===== src/rtl/ascon_serial_ctrl.sv =====
// Sequencer for one Ascon job at a time through the bit-serial Ascon wrapper.
// Takes a parallel job, resets the wrapper, shifts key/nonce/AD/data in MSB first,
// pulses start, waits for ready, then shifts data and tag back out into one response.
`timescale 1ns/1ps

module ascon_serial_ctrl #(
   parameter int K       = 128,
   parameter int L       = 32,
   parameter int Y       = 200,
   parameter int TIMEOUT = 4096
) (
   input  logic         clk,
   input  logic         rst,
   input  logic         req_valid,
   output logic         req_ready,
   input  logic [K-1:0] req_key,
   input  logic [127:0] req_nonce,
   input  logic [L-1:0] req_ad,
   input  logic [Y-1:0] req_data,
   input  logic         req_decrypt,
   output logic         resp_valid,
   input  logic         resp_ready,
   output logic [Y-1:0] resp_data,
   output logic [127:0] resp_tag,
   output logic         resp_timeout,
   output logic         busy,
   output logic         core_rst,
   output logic         keyxSI,
   output logic         noncexSI,
   output logic         associated_dataxSI,
   output logic         input_dataxSI,
   output logic         ascon_startxSI,
   output logic         decrypt,
   input  logic         output_dataxSO,
   input  logic         tagxSO,
   input  logic         ascon_readyxSO
);

   // Serial lengths: N bits go into the wrapper, M bits come back out.
   localparam int N0   = (K > 128) ? K : 128;
   localparam int N1   = (N0 > L) ? N0 : L;
   localparam int N    = (N1 > Y) ? N1 : Y;
   localparam int M    = (Y > 128) ? Y : 128;
   localparam int C0   = (N > M) ? N : M;
   localparam int CMAX = (C0 > TIMEOUT) ? C0 : TIMEOUT;
   localparam int CW   = $clog2(CMAX + 1);

   typedef enum logic [2:0] {
      S_IDLE, S_RST, S_SHIFT, S_ARM, S_START, S_WAIT, S_COLLECT, S_DONE
   } state_t;

   state_t          state;
   logic [CW-1:0]   cnt;
   logic            skip;
   logic [K-1:0]    key_sr;
   logic [127:0]    nonce_sr;
   logic [L-1:0]    ad_sr;
   logic [Y-1:0]    data_sr;

   // Job sequencer: state, counters, field shifters and every registered output.
   // NOTE: state and outputs are registers, so every assignment here is non-blocking;
   // the request latches are cleared on reset too, so a reset mid-job leaves no stale bits behind.
   always_ff @(posedge clk) begin
      if (rst) begin
         state              <= S_IDLE;
         cnt                <= '0;
         skip               <= 1'b0;
         key_sr             <= '0;
         nonce_sr           <= '0;
         ad_sr              <= '0;
         data_sr            <= '0;
         req_ready          <= 1'b1;
         resp_valid         <= 1'b0;
         resp_data          <= '0;
         resp_tag           <= '0;
         resp_timeout       <= 1'b0;
         busy               <= 1'b0;
         core_rst           <= 1'b1;
         keyxSI             <= 1'b0;
         noncexSI           <= 1'b0;
         associated_dataxSI <= 1'b0;
         input_dataxSI      <= 1'b0;
         ascon_startxSI     <= 1'b0;
         decrypt            <= 1'b0;
      end else begin
         case (state)
            S_IDLE: begin
               if (req_valid && req_ready) begin
                  key_sr    <= req_key;
                  nonce_sr  <= req_nonce;
                  ad_sr     <= req_ad;
                  data_sr   <= req_data;
                  decrypt   <= req_decrypt;
                  cnt       <= '0;
                  req_ready <= 1'b0;
                  busy      <= 1'b1;
                  state     <= S_RST;
               end
            end
            S_RST: begin
               core_rst <= 1'b0;
               cnt      <= '0;
               state    <= S_SHIFT;
            end
            S_SHIFT: begin
               if (cnt == CW'(N - 1)) begin
                  state <= S_ARM;
               end else begin
                  cnt <= cnt + 1'b1;
               end
            end
            S_ARM: begin
               // The wrapper only honours start once its own count has passed N.
               ascon_startxSI <= 1'b1;
               state          <= S_START;
            end
            S_START: begin
               ascon_startxSI <= 1'b0;
               cnt            <= '0;
               state          <= S_WAIT;
            end
            S_WAIT: begin
               if (ascon_readyxSO) begin
                  cnt   <= '0;
                  skip  <= 1'b1;
                  state <= S_COLLECT;
               end else if (cnt == CW'(TIMEOUT - 1)) begin
                  resp_timeout <= 1'b1;
                  resp_valid   <= 1'b1;
                  resp_data    <= '0;
                  resp_tag     <= '0;
                  state        <= S_DONE;
               end else begin
                  cnt <= cnt + 1'b1;
               end
            end
            S_COLLECT: begin
               // The wrapper presents bit 0 one cycle after ready, so the first cycle is skipped.
               if (skip) begin
                  skip <= 1'b0;
               end else begin
                  // Shift in from the top: after the last shift, serial bit c sits at index c.
                  if (cnt < CW'(Y))   resp_data <= {output_dataxSO, resp_data[Y-1:1]};
                  if (cnt < CW'(128)) resp_tag  <= {tagxSO, resp_tag[127:1]};
                  if (cnt == CW'(M - 1)) begin
                     resp_valid <= 1'b1;
                     state      <= S_DONE;
                  end else begin
                     cnt <= cnt + 1'b1;
                  end
               end
            end
            S_DONE: begin
               if (resp_ready) begin
                  resp_valid   <= 1'b0;
                  resp_timeout <= 1'b0;
                  req_ready    <= 1'b1;
                  busy         <= 1'b0;
                  core_rst     <= 1'b1;
                  state        <= S_IDLE;
               end
            end
            default: state <= S_IDLE;
         endcase

         // Emit the next MSB of every field. RST emits bit 0 so it is on the wires in SHIFT n=0;
         // after N emits every shifter has drained to zero, so the wires fall to 0 on leaving SHIFT.
         if (state == S_RST || state == S_SHIFT) begin
            keyxSI             <= key_sr[K-1];
            noncexSI           <= nonce_sr[127];
            associated_dataxSI <= ad_sr[L-1];
            input_dataxSI      <= data_sr[Y-1];
            key_sr             <= key_sr << 1;
            nonce_sr           <= nonce_sr << 1;
            ad_sr              <= ad_sr << 1;
            data_sr            <= data_sr << 1;
         end
      end
   end

endmodule


===== config.mk =====
export PLATFORM = sky130hd
export DESIGN_NAME = ascon_serial_ctrl
export DESIGN_NICKNAME = d
export VERILOG_FILES = /design/src/rtl/ascon_serial_ctrl.sv
export SDC_FILE = /design/constraint.sdc
export NUM_CORES = 2
export LEC_CHECK = 0
export BUFFER_PORTS_ARGS = -buffer_cell sky130_fd_sc_hd__buf_4
export CAP_MARGIN = 20
export CORE_AREA = 2 2 327 329
export CTS_BUF_LIST = sky130_fd_sc_hd__clkbuf_4
export CTS_CLUSTER_SIZE = 28
export DETAILED_ROUTE_END_ITERATION = 12
export DIE_AREA = 0 0 329 331
export PLACE_DENSITY = 0.66
export SETUP_SLACK_MARGIN = 0.02
export SYNTH_ARGS = -nofsm -noshare
export SYNTH_HDL_FRONTEND = slang
export SYNTH_SLANG_ARGS = --single-unit

===== constraint.sdc =====
create_clock -name clk -period 4.5 [get_ports clk]
set_input_delay 0.9 -clock clk [delete_from_list [all_inputs] [get_ports clk]]
set_output_delay 0.9 -clock clk [all_outputs]
set_load 0.02 [all_outputs]

# Yosys cells after proc, flatten, opt, wreduce, memory -nomap -nowiden
# Index checks and enable logic that the tools add are counted.
# op_classes
n_addsub	1
n_lt_le_gt_ge	2
n_eq_ne	21
mux	52
reduce_logical	25
# op_table
op	count
2-to-1 mux 200 bit	7
2-to-1 mux 128 bit	10
one-hot mux 200 bit (2 select lines)	1
one-hot mux 128 bit (2 select lines)	1
2-to-1 mux 32 bit	3
2-to-1 mux 13 bit	5
one-hot mux 13 bit (5 select lines)	1
< comparator 13 x 8 -> 1 bit, second input constant	2
one-hot mux 3 bit (8 select lines)	1
2-to-1 mux 3 bit	7
inequality test 2 bit, second input constant	10
nonzero test 2 bit	7
adder 13 x 1 -> 13 bit, second input constant	1
equality test 13 x 12 -> 1 bit, second input constant	1
equality test 13 x 8 -> 1 bit, second input constant	1
equality test 3 bit, second input constant	4
one-hot mux 1 bit (2 select lines)	6
AND reduction 6 bit	2
AND reduction 5 bit	2
2-to-1 mux 1 bit	9
AND reduction 2 bit	4
AND reduction 4 bit	2
equality test 3 x 2 -> 1 bit, second input constant	2
inequality test 3 bit, second input constant	2
9 further kinds	10
# word_totals
regBits	844
in_bits	496
word_cells	125

# Logic depth before layout (Yosys ltp)
# depth
word_depth	4
depth_mapped	9
ltp_nobuf	6

# Worst setup path after synthesis
# No wires, ideal clock.
# synth_path
path_type	input -> register
from	in ascon_readyxSO
to	reg resp_data[0]
arrival_ns	2.286
required_time_ns	4.377
path_slack_ns	2.091
path_stages	6
path_buffers	2
path_cell_list	nand4bb_1 o21ai_1 and2_1 buf_6 buf_6 mux2_1
# synth_via
elab_chain_cells	2
# synth_lines
element	line	source
from (decl)	36	input logic ascon_readyxSO
inequality test 2 bit (no source line)	n/a	
AND reduction 5 bit (no source line)	n/a	
to (signal assigned)	143	if (cnt < CW'(Y)) resp_data <= {output_dataxSO, resp_data[Y-1:1]};
to (decl)	23	output logic [Y-1:0] resp_data,
# Every way passes these cells.
# A chain may end at the register's enable or synchronous reset.

# Worst setup path in the final report
# layout_path
from	reg cnt[0]
to	reg resp_data[3]
# layout_via
elab_chain_cells	3
elab_cells_between_ends	5
classes_between	order compare (1); eq/ne (3); reduce/logical (1)
# layout_lines
element	line	source
from (decl)	53	logic [CW-1:0] cnt;
from (signal assigned)	109	cnt <= cnt + 1'b1;
from (signal assigned)	134	cnt <= cnt + 1'b1;
from (signal assigned)	149	cnt <= cnt + 1'b1;
< comparator 13 x 8 -> 1 bit / equality test 13 x 12 -> 1 bit (equally long branches)	143, 127	
inequality test 2 bit (no source line)	n/a	
AND reduction 5 bit (no source line) (*)	n/a	
# Mark *: on every way between the ends. The rest lies on a longest branch, timed or not.

==> reports/metrics.yaml <==
status:
  status: "finished, final reports clean"
power:
  seqPwrFrac_pct: 44.9
  power_frac_comb_pct: 21.7
  pwr_density_cell_nw_per_um2: 412
  clkPwrFrac_pct: 33.4
  p_int_mw: 13.9
  leakagePower_nw: 19.6
  vdd_drop_max_mv: 0.241
  p_sw_share_pct: 32.1
  p_switching_mw: 6.58
sta:
  worstMarginPinSlew_ns: 1.19
  fin_setup_tns_ns: 0
  fmax_mhz: 300
  fin_ws_ns: 1.17
  slew_viol_final: 0
  skew_ns: 0.0584
  finalCriticalPeriod_ns: 3.33
  rsz0062_at_grt: "no"
  setup_viol: 0
  fin_crit_sh_pct: 74.0
  hold_violations: 0
  slew_headroom_pct: 21.0
yosys:
  ys_ff_latch: 844
  ys_seq_area_share_pct: 48.2
  syn-num-nets: 5089
  synth_top_flop_cell: "dfxtp_1"
  synth_top_area_share_pct: 48.2
  syn_avg_cell_area_sq_um: 7.63
  syn_inst: 4592
  yosysWarningCount: 0
  synth.top_cells.by_area: "dfxtp_1 48%, nand2_1 13%, a311oi_1 12%"
  synth_edf_count: 0
  synth_async_sr_flop_share_pct: 0
  syn_area_sq_um: 35000
  synth.distinct_cells: 47
  synth_area_leader_cell: "dfxtp_1"
critical_path:
  path_max_fanout: 146
  worstPathArrival_ns: 4.25
  cp-end-kind: "register"
  r2r_slack_ns: 1.17
  required_ns: 5.42
  critical_path_class: "reg2reg"
  r2r.worst_path.cells: 7
  r2r-start: "cnt[0]$_SDFFE_PP0P_"
  start_kind: "register"
  reg2reg_to: "resp_data[3]$_SDFFE_PP0P_"
grt:
  grt_max_degree: 223
  grt_pass1_vias: 36500
  grt_pass1_wl_mm: 193
  use_met3_pct: 5.52
  overflow: 0
  top_usage_layer: "met2"
  track_usage_pct: 21.6
  grt_use_met1_pct: 26.1
  grt_use_met2_pct: 34.8
  antenna_found_initial: 22
place:
  dp_hpwl_mm: 76.2
  pre_cts_slack_ns: 0.890
  dp.cells: 6413
  port_buffers: 834
  gp_congestion: 0.896
die:
  die-area_sq_um: 109000
  ios: 835
  fp.dieW_um: 329
  core_sq_um: 105000
  rows: 119
  die_h_um: 331
  start_util_pct: 33.4
final_layout:
  finalNonFillerCells: 7314
  num-nets-final: 6225
  final_common_cell: "nand2_1"
  area_growth_syn_to_layout_pct: 42.2
  final_cell_mix: "1,183 x nand2_1, 876 x buf_4, 844 x dfxtp_1"
  drive_above_1_share_pct: 21.7
detailed_routing:
  ant_nets: 0
  drt_wl_total_mm: 126
  drtIter0Drc: 3252
  avgViaCountPerCell: 5.28
  routedWlPerCell_um: 17.3
  firstDrtPassIters: 5
  via_count: 38600
  route.detailed.drc: 0
cts:
  cts_setup_buffers: 0
  clk_latency_ns: 1.13
  ctsResizeCount: 0
  clock-root-buffer: "clkbuf_4"
  cts_hold_buf: 479
  htreeDepth: 4
  cts_tree: "yes"
  clockBufferDepth: 3
  clock_sinks: 844
  clk_pin_slew_ns: 0.06
  cts_buffers: 224
hold_path:
  hp-class: "in2reg"
  min_from: "req_ad[28]"
  hold_end: "ad_sr[28]$_SDFFE_PP0P_"
  hold_depth: 3
flow_run:
  maxCapViolCount: 0
## cells in the mapped netlist (4+ instances only)
cell type and count:
o21ai_0 332, o21ai_1 5, and2_1 6, o22ai_1 7, buf_2 71, dfxtp_1 844, and3_1 4, a32o_1 7
nor2b_1 4, clkbuf_1 358, nor4_1 4, nor2_1 691, nand4_1 132, nand3_1 208, o21a_1 6, a21oi_1 143
nand2_1 1183, inv_1 6, buf_1 21, a311oi_1 477, nor3_1 18, clkbuf_2 19, mux2i_1 6
## layout make-up
cell class | count | area, sq um
Fill cell | 9963 | 55200
Sequential cell | 844 | 16900
Multi-Input combinational cell | 3270 | 16300
Timing Repair Buffer | 1382 | 11900
Clock buffer | 343 | 2570
Tap cell | 1391 | 1740
Clock inverter | 56 | 298
Antenna cell | 22 | 55.1
Inverter | 6 | 27.5
## registers in the layout (all words and copies together) (netlist names), 3 cells and up
signal,count
resp_tag,128
data_sr,200
resp_data,200
cnt,13
ad_sr,32
nonce_sr,128
state,3
key_sr,128
## metrics by stage
| step | power (mW) | hold WS [ns] | cell area, sq um | util [%] |
|---|---|---|---|---|
| 2_1_floorplan | 12.0 | 0.432 | 35000 | - |
| 3_3_place_gp | 13.3 | 0.444 | 42000 | 40.1 |
| 3_5_place_dp | 13.3 | 0.456 | 42000 | 40.1 |
| 4_1_cts | 20.6 | 0.0115 | 49700 | 47.4 |
| 5_1_grt | 21.7 | 0.0630 | 49800 | 47.4 |
| 6_report | 20.5 | 0.181 | 49800 | 47.4 |
## worst max-delay path, stage by stage (launching register included)
cell and delay, ns:
dfxtp_1 0.39, ha_1 0.25, and3_1 0.25, nand4_1 0.20, o21ai_4 0.66, and2_4 0.65, buf_12 0.46, o21ai_0 0.19
## how the worst max path moves through the flow
| stage | from | end | slack [ns] | cells past startpoint |
|---|---|---|---|---|
| floorplan | ascon_readyxSO | resp_data[0]$_SDFFE_PP0P_ | 2.09 | 6 |
| global placement | ascon_readyxSO | resp_data[104]$_SDFFE_PP0P_ | 1.0 | 6 |
| detailed placement | ascon_readyxSO | resp_data[105]$_SDFFE_PP0P_ | 0.89 | 6 |
| CTS | cnt[0]$_SDFFE_PP0P_ | resp_data[2]$_SDFFE_PP0P_ | 1.22 | 7 |
| global route | cnt[0]$_SDFFE_PP0P_ | resp_data[168]$_SDFFE_PP0P_ | 0.94 | 7 |
| finish | cnt[0]$_SDFFE_PP0P_ | resp_data[3]$_SDFFE_PP0P_ | 1.17 | 7 |
## routing by layer
layer  up-vias  wire [um]
met2      1576      59700
met3       375       9680
met1     18200      50600
li1      18500          -
met4         6       6200
met5         -         36
## power by group through the flow
stage	Sequential (mW)	Combinational (mW)	Clock, mW
after CTS	9.17	4.39	7.06
after global routing	9.32	4.94	7.48
final	9.20	4.45	6.85
after global placement	9.30	3.96	0
after detailed placement	9.31	4.03	0
after floorplan	9.17	2.85	0
## cells by family (layout without fill, tap and decap cells)
| kind of cell | count (synthesis) | after routing | synth area share, % |
|---|---|---|---|
| AO/OA/AOI/OAI | 993 | 993 | 19.6 |
| buffers and inverters | 478 | 1787 | 5.50 |
| multiplexers | 8 | 8 | 0.236 |
| other | 0 | 22 | 0 |
| flip-flops | 844 | 844 | 48.2 |
| adder cells (fa/ha/maj) | 1 | 1 | 0.0357 |
| AND/OR/NAND/NOR | 2268 | 2268 | 26.4 |
Note: power is estimated with default switching activity, not from simulation.
